$ cat src/rtl/minimal_mem_master.sv
// Single-channel initiator for the Bambu minimal memory interface.
// Takes one client command at a time, holds it on the bus until the responder
// strobes M_DataRdy, then returns a one-cycle response pulse.
// Optional feature: define MEM_MASTER_TIMEOUT_EN to abort accesses that stay
// BUSY for TIMEOUT_CYCLES cycles (response flagged with rsp_error=1).

module minimal_mem_master #(
    parameter int unsigned ADDR_W         = 13,
    parameter int unsigned DATA_W         = 32,
    parameter int unsigned SIZE_W         = 6,
    parameter int unsigned TIMEOUT_CYCLES = 1024
) (
    input  logic              clock,
    input  logic              reset,
    input  logic              cmd_valid,
    output logic              cmd_ready,
    input  logic              cmd_we,
    input  logic [ADDR_W-1:0] cmd_addr,
    input  logic [DATA_W-1:0] cmd_wdata,
    input  logic [SIZE_W-1:0] cmd_size,
    output logic              rsp_valid,
    output logic [DATA_W-1:0] rsp_rdata,
    output logic              rsp_error,
    output logic              Mout_oe_ram,
    output logic              Mout_we_ram,
    output logic [ADDR_W-1:0] Mout_addr_ram,
    output logic [DATA_W-1:0] Mout_Wdata_ram,
    output logic [SIZE_W-1:0] Mout_data_ram_size,
    input  logic [DATA_W-1:0] M_Rdata_ram,
    input  logic              M_DataRdy
);

    typedef enum logic [1:0] {StIdle, StBusy, StResp} state_e;

    state_e            state_q;
    logic [DATA_W-1:0] rd_mask;

`ifdef MEM_MASTER_TIMEOUT_EN
    logic [15:0] cnt_q;
    logic        err_q;
    logic        timeout;

    assign timeout   = (cnt_q == 16'(TIMEOUT_CYCLES - 1));
    assign rsp_error = err_q;
`else
    // Parameter only matters for the timeout build.
    logic unused_timeout_cfg;
    assign unused_timeout_cfg = (TIMEOUT_CYCLES == 0);
    assign rsp_error          = 1'b0;
`endif

    // Keep the low cmd_size bits of read data; sizes >= DATA_W leave all bits.
    // The bus size register still holds the access size while BUSY.
    always_comb begin
        rd_mask = '0;
        for (int i = 0; i < DATA_W; i++) begin
            rd_mask[i] = (i < int'(Mout_data_ram_size));
        end
    end

    // Control FSM; every output is a register updated here.
    always_ff @(posedge clock) begin
        if (reset) begin
            state_q            <= StIdle;
            cmd_ready          <= 1'b1;
            rsp_valid          <= 1'b0;
            rsp_rdata          <= '0;
            Mout_oe_ram        <= 1'b0;
            Mout_we_ram        <= 1'b0;
            Mout_addr_ram      <= '0;
            Mout_Wdata_ram     <= '0;
            Mout_data_ram_size <= '0;
`ifdef MEM_MASTER_TIMEOUT_EN
            cnt_q              <= '0;
            err_q              <= 1'b0;
`endif
        end else begin
            rsp_valid <= 1'b0;
            unique case (state_q)
                StIdle: begin
                    // cmd_ready is always 1 here, so cmd_valid alone is the handshake.
                    if (cmd_valid) begin
                        Mout_oe_ram        <= ~cmd_we;
                        Mout_we_ram        <= cmd_we;
                        Mout_addr_ram      <= cmd_addr;
                        Mout_Wdata_ram     <= cmd_we ? cmd_wdata : '0;
                        Mout_data_ram_size <= cmd_size;
                        cmd_ready          <= 1'b0;
                        state_q            <= StBusy;
`ifdef MEM_MASTER_TIMEOUT_EN
                        cnt_q              <= '0;
`endif
                    end
                end
                StBusy: begin
                    if (M_DataRdy) begin
                        Mout_oe_ram        <= 1'b0;
                        Mout_we_ram        <= 1'b0;
                        Mout_addr_ram      <= '0;
                        Mout_Wdata_ram     <= '0;
                        Mout_data_ram_size <= '0;
                        rsp_valid          <= 1'b1;
                        rsp_rdata          <= Mout_we_ram ? '0 : (M_Rdata_ram & rd_mask);
                        state_q            <= StResp;
`ifdef MEM_MASTER_TIMEOUT_EN
                        err_q              <= 1'b0;
                    end else if (timeout) begin
                        Mout_oe_ram        <= 1'b0;
                        Mout_we_ram        <= 1'b0;
                        Mout_addr_ram      <= '0;
                        Mout_Wdata_ram     <= '0;
                        Mout_data_ram_size <= '0;
                        rsp_valid          <= 1'b1;
                        rsp_rdata          <= '0;
                        err_q              <= 1'b1;
                        state_q            <= StResp;
                    end else begin
                        cnt_q              <= cnt_q + 16'd1;
`endif
                    end
                end
                StResp: begin
                    cmd_ready <= 1'b1;
                    state_q   <= StIdle;
                end
                default: begin
                    cmd_ready <= 1'b1;
                    state_q   <= StIdle;
                end
            endcase
        end
    end

endmodule

$ cat config.mk
export PLATFORM = sky130hd
export DESIGN_NAME = minimal_mem_master
export DESIGN_NICKNAME = d
export VERILOG_FILES = /design/src/rtl/minimal_mem_master.sv
export SDC_FILE = /design/constraint.sdc
export NUM_CORES = 1
export LEC_CHECK = 0
export ABC_AREA = 0
export CAP_MARGIN = 5
export CELL_PAD_IN_SITES_DETAIL_PLACEMENT = 0
export CELL_PAD_IN_SITES_GLOBAL_PLACEMENT = 1
export CORE_MARGIN = 3
export CORE_UTILIZATION = 28
export CTS_BUF_LIST = sky130_fd_sc_hd__clkbuf_16
export CTS_CLUSTER_DIAMETER = 40
export DETAILED_ROUTE_END_ITERATION = 8
export GPL_ROUTABILITY_DRIVEN = 0
export PLACE_DENSITY_LB_ADDON = 0.05
export SLEW_MARGIN = 20
export SYNTH_ARGS = -nofsm -noshare
export SYNTH_HDL_FRONTEND = slang
export SYNTH_SLANG_ARGS = --single-unit
$ cat constraint.sdc
create_clock -name clock -period 1.9 [get_ports clock]
set_clock_uncertainty 0.2 [all_clocks]
set_input_delay 0.19 -clock clock [delete_from_list [all_inputs] [get_ports clock]]
set_output_delay 0.19 -clock clock [all_outputs]
set_load 0.1 [all_outputs]
==> results_dict.tcl <==
set metrics [dict create \
    run_status "completed" \
    detailedPlacementHpwl_um 8750 \
    maxSlewHeadroom 0.534 \
    die_width_um 119 \
    clock_insertion_delay_worst_skew_ns 0.34 \
    htree_levels 3 \
    synth.avg_cell_area_sq_um 8.47 \
    synthesis.nets 512 \
    io_buffer_count 174 \
    synth_sequential_area_ratio 0.496 \
    antenna_found_initial 0 \
    whs_endpoint "rsp_rdata[2]$_SDFFE_PP0P_" \
    placed_area_sq_um 5630 \
    worst_flop_to_flop_path_startpoint "Mout_data_ram_size[5]$_SDFFE_PP0P_" \
    die-height_um 119 \
    finalHoldViolCount 0 \
    critPathSlowestCell "a2111oi_0" \
    setup.worst_path.end_class "register" \
    timing.critical_path.cells "nor3_1 -> buf_4 -> a2111oi_0 -> a22o_1" \
    grt_start_max_net_pins 34 \
    timing.final.max_slew_violations 0 \
    synth_top_flop_cell "dfxtp_1" \
    placed_cells 752 \
    max_freq_ghz 0.548 \
    diodes 0 \
    route.detailed.wl_per_inst_um 15.9 \
    final_min_period_over_clock_period 0.961 \
    rsz0062_at_grt "false" \
    gr-usage-all-layers 0.171 \
    post_drt_via_cell_ratio 4.83 \
    wire_length_of_the_first_global_routing_pass_um 19700 \
    met3WireLength_um 994 \
    required_ns 1.98 \
    synth_commonest_cells "dfxtp_1, nand2_1, a21oi_1, o21ai_0, clkbuf_1" \
    hp-start "reset" \
    drt-met1-wl_um 5360 \
    num_cts_buffers 9 \
    design.final.nets 683 \
    maxUsedRoutingLayer "met4" \
    pin_count 176 \
    timing.hold.ws_ns 0.121 \
    path_class "reg2reg" \
    floorplan.initialDensity 0.293 \
    cp_data_arrival_time_ns 1.91 \
    timing.critical_path.max_delay_family "compound AO/OA/AOI/OAI gates" \
    postRouteAntennaNets 0 \
    fin_setup_tns_ns 0 \
    post-synth-top-area-fraction 0.496 \
    reg2regPathDepth 4 \
    drcViolationCount 0 \
    final_cell_area_sq_um 5920 \
    hold_path_class "in2reg" \
    drt_first_iter_violations 282 \
    grt_pass1_vias 3770 \
    worst-r2r-setup-slack_ns 0.07 \
    synth.lib_cells_used.distinct 42 \
    synth.largest_area_cell "dfxtp_1" \
    synth-warning-count 0 \
    dieArea_sq_um 14200 \
    ys_async_sr_fraction 0 \
    number_of_enable_flip_flop_cells_after_synthesis 0 \
    timing.critical_path.buf_inv 1 \
    critical-path-max-stage-delay_ns 0.62 \
    synth_most_common_cell "dfxtp_1" \
    synth_area_leaders "dfxtp_1, a21oi_1, o21ai_0, nand2_1, a32o_1" \
    ctsLongestPathBuffers 2 \
    cp_max_fo 17 \
    final_layout_size_suffix_gt1_frac 0.243 \
    number_of_standard_cell_rows_in_the_floorplan 40 \
    core_footprint_sq_um 12300 \
    grt_overflow 0 \
    report.final.setup_viol 0 \
    cell_count_final_fillers_out 768 \
    r2r-end "rsp_rdata[4]$_SDFFE_PP0P_" \
    max_cap_violations 0 \
    worst-slew-pin-transition_ns 0.682 \
    critPathLaunchType "register" \
    wirelength_um 12200 \
    clk_transition_reported_paths_ns 0.06 \
    clock_sinks 89 \
    area_delta_synth_final_pct 64.7 \
    syn_inst 424 \
    detail_route.first_pass.iterations 5 \
    clockRootBuffer "clkbuf_16" \
    layout_min_cycle_time_ns 1.83 \
    ctsHoldBuffers 0 \
    cts_tree "done" \
    synth-seq-cells 89 \
    peak_supply_drop_v 0.000365 \
    total_power_density_per_cell_area_nw_per_um2 837 \
    synth_area_sq_um 3590 \
    whs_path_depth 2 \
    cellLeakagePower_uw 0.00229 \
    routed-via-count 3706 \
    detail_route_met2_wl_um 5710 \
    total_power_uw 4950 \
]
## layer usage
metal  vias to the layer above  global-route usage
met3                        10              0.0546
met5                         -                   0
li1                       1858                   -
met1                      1717               0.216
met4                         0              0.0543
met2                       121               0.278
## worst max-delay path by stage
stage | start | to | slack, ns | depth (start not counted)
floorplan | Mout_data_ram_size[4]$_SDFFE_PP0P_ | rsp_rdata[30]$_SDFFE_PP0P_ | 0.03 | 4
global route | Mout_data_ram_size[5]$_SDFFE_PP0P_ | rsp_rdata[4]$_SDFFE_PP0P_ | 0.03 | 4
CTS | Mout_data_ram_size[5]$_SDFFE_PP0P_ | rsp_rdata[4]$_SDFFE_PP0P_ | 0.09 | 4
finish | Mout_data_ram_size[5]$_SDFFE_PP0P_ | rsp_rdata[4]$_SDFFE_PP0P_ | 0.07 | 4
detailed placement | M_DataRdy | rsp_rdata[4]$_SDFFE_PP0P_ | -0.24 | 4
global placement | M_DataRdy | rsp_rdata[4]$_SDFFE_PP0P_ | -0.19 | 4
## through the flow
stage | util | worst slack [ns]
CTS | 0.483 | 0.0944
global route | 0.483 | 0.0339
floorplan | - | 0.0281
global placement | 0.459 | -0.193
finish | 0.483 | 0.0745
detailed placement | 0.459 | -0.239
## sequential cells by signal, indices dropped and copies added (netlist names)
signal / cells
cmd_ready: 1
Mout_data_ram_size: 6
Mout_Wdata_ram: 32
Mout_we_ram: 1
Mout_addr_ram: 13
rsp_rdata: 32
Mout_oe_ram: 1
rsp_valid: 1
state_q: 2
## logic make-up after synthesis
logic type | synth area share
AO/OA/AOI/OAI | 0.269
buffers and inverters | 0.0665
flip-flops | 0.496
multiplexers | 0.00279
other | 0.00104
AND/OR/NAND/NOR | 0.164
## placed cells by master (no fill, tap or decap), drive strengths merged, types with 2 or more instances in the layout
cell type | synthesis | final
nand2b | 4 | 4
a21oi | 67 | 67
buf | 19 | 116
nand3b | 5 | 5
clkdlybuf4s50 | 0 | 86
nor3 | 4 | 4
clkbuf | 23 | 9
o2111ai | 2 | 2
nand3 | 5 | 5
nor2 | 9 | 9
or4b | 2 | 2
a2111oi | 3 | 3
nor2b | 2 | 2
a2111o | 7 | 7
nand4 | 6 | 6
clkinv | 0 | 5
o21ai | 56 | 56
nand2 | 73 | 73
o41ai | 4 | 4
dfxtp | 89 | 89
nor4 | 5 | 5
inv | 10 | 10
and3 | 2 | 2
a32o | 13 | 13
## final cells by class
cell class              instances  area (sq um)
fillers                      1241          6340
repair buffers                202          1980
flip-flops and latches         89          1800
multi-input cells             283          1610
clock buffers                   9           225
well taps                     168           210
clock inverters                 7          61.3
inverters                      10          37.5
## power breakdown
| part | internal, uW | switching [uW] | total (uW) | leakage, uW |
|---|---|---|---|---|
| sequential | 1940 | 63.8 | 2000 | 0.000727 |
| clock | 1010 | 739 | 1740 | 0.000142 |
| combinational | 424 | 783 | 1210 | 0.00142 |
## what timing repair did
item	CTS	global route
endpoints found under the setup margin	1	0
setup buffers	0	0
resized for setup	1	0
hold endpoints to repair	0	0
Power figures use the tool's default switching activity.
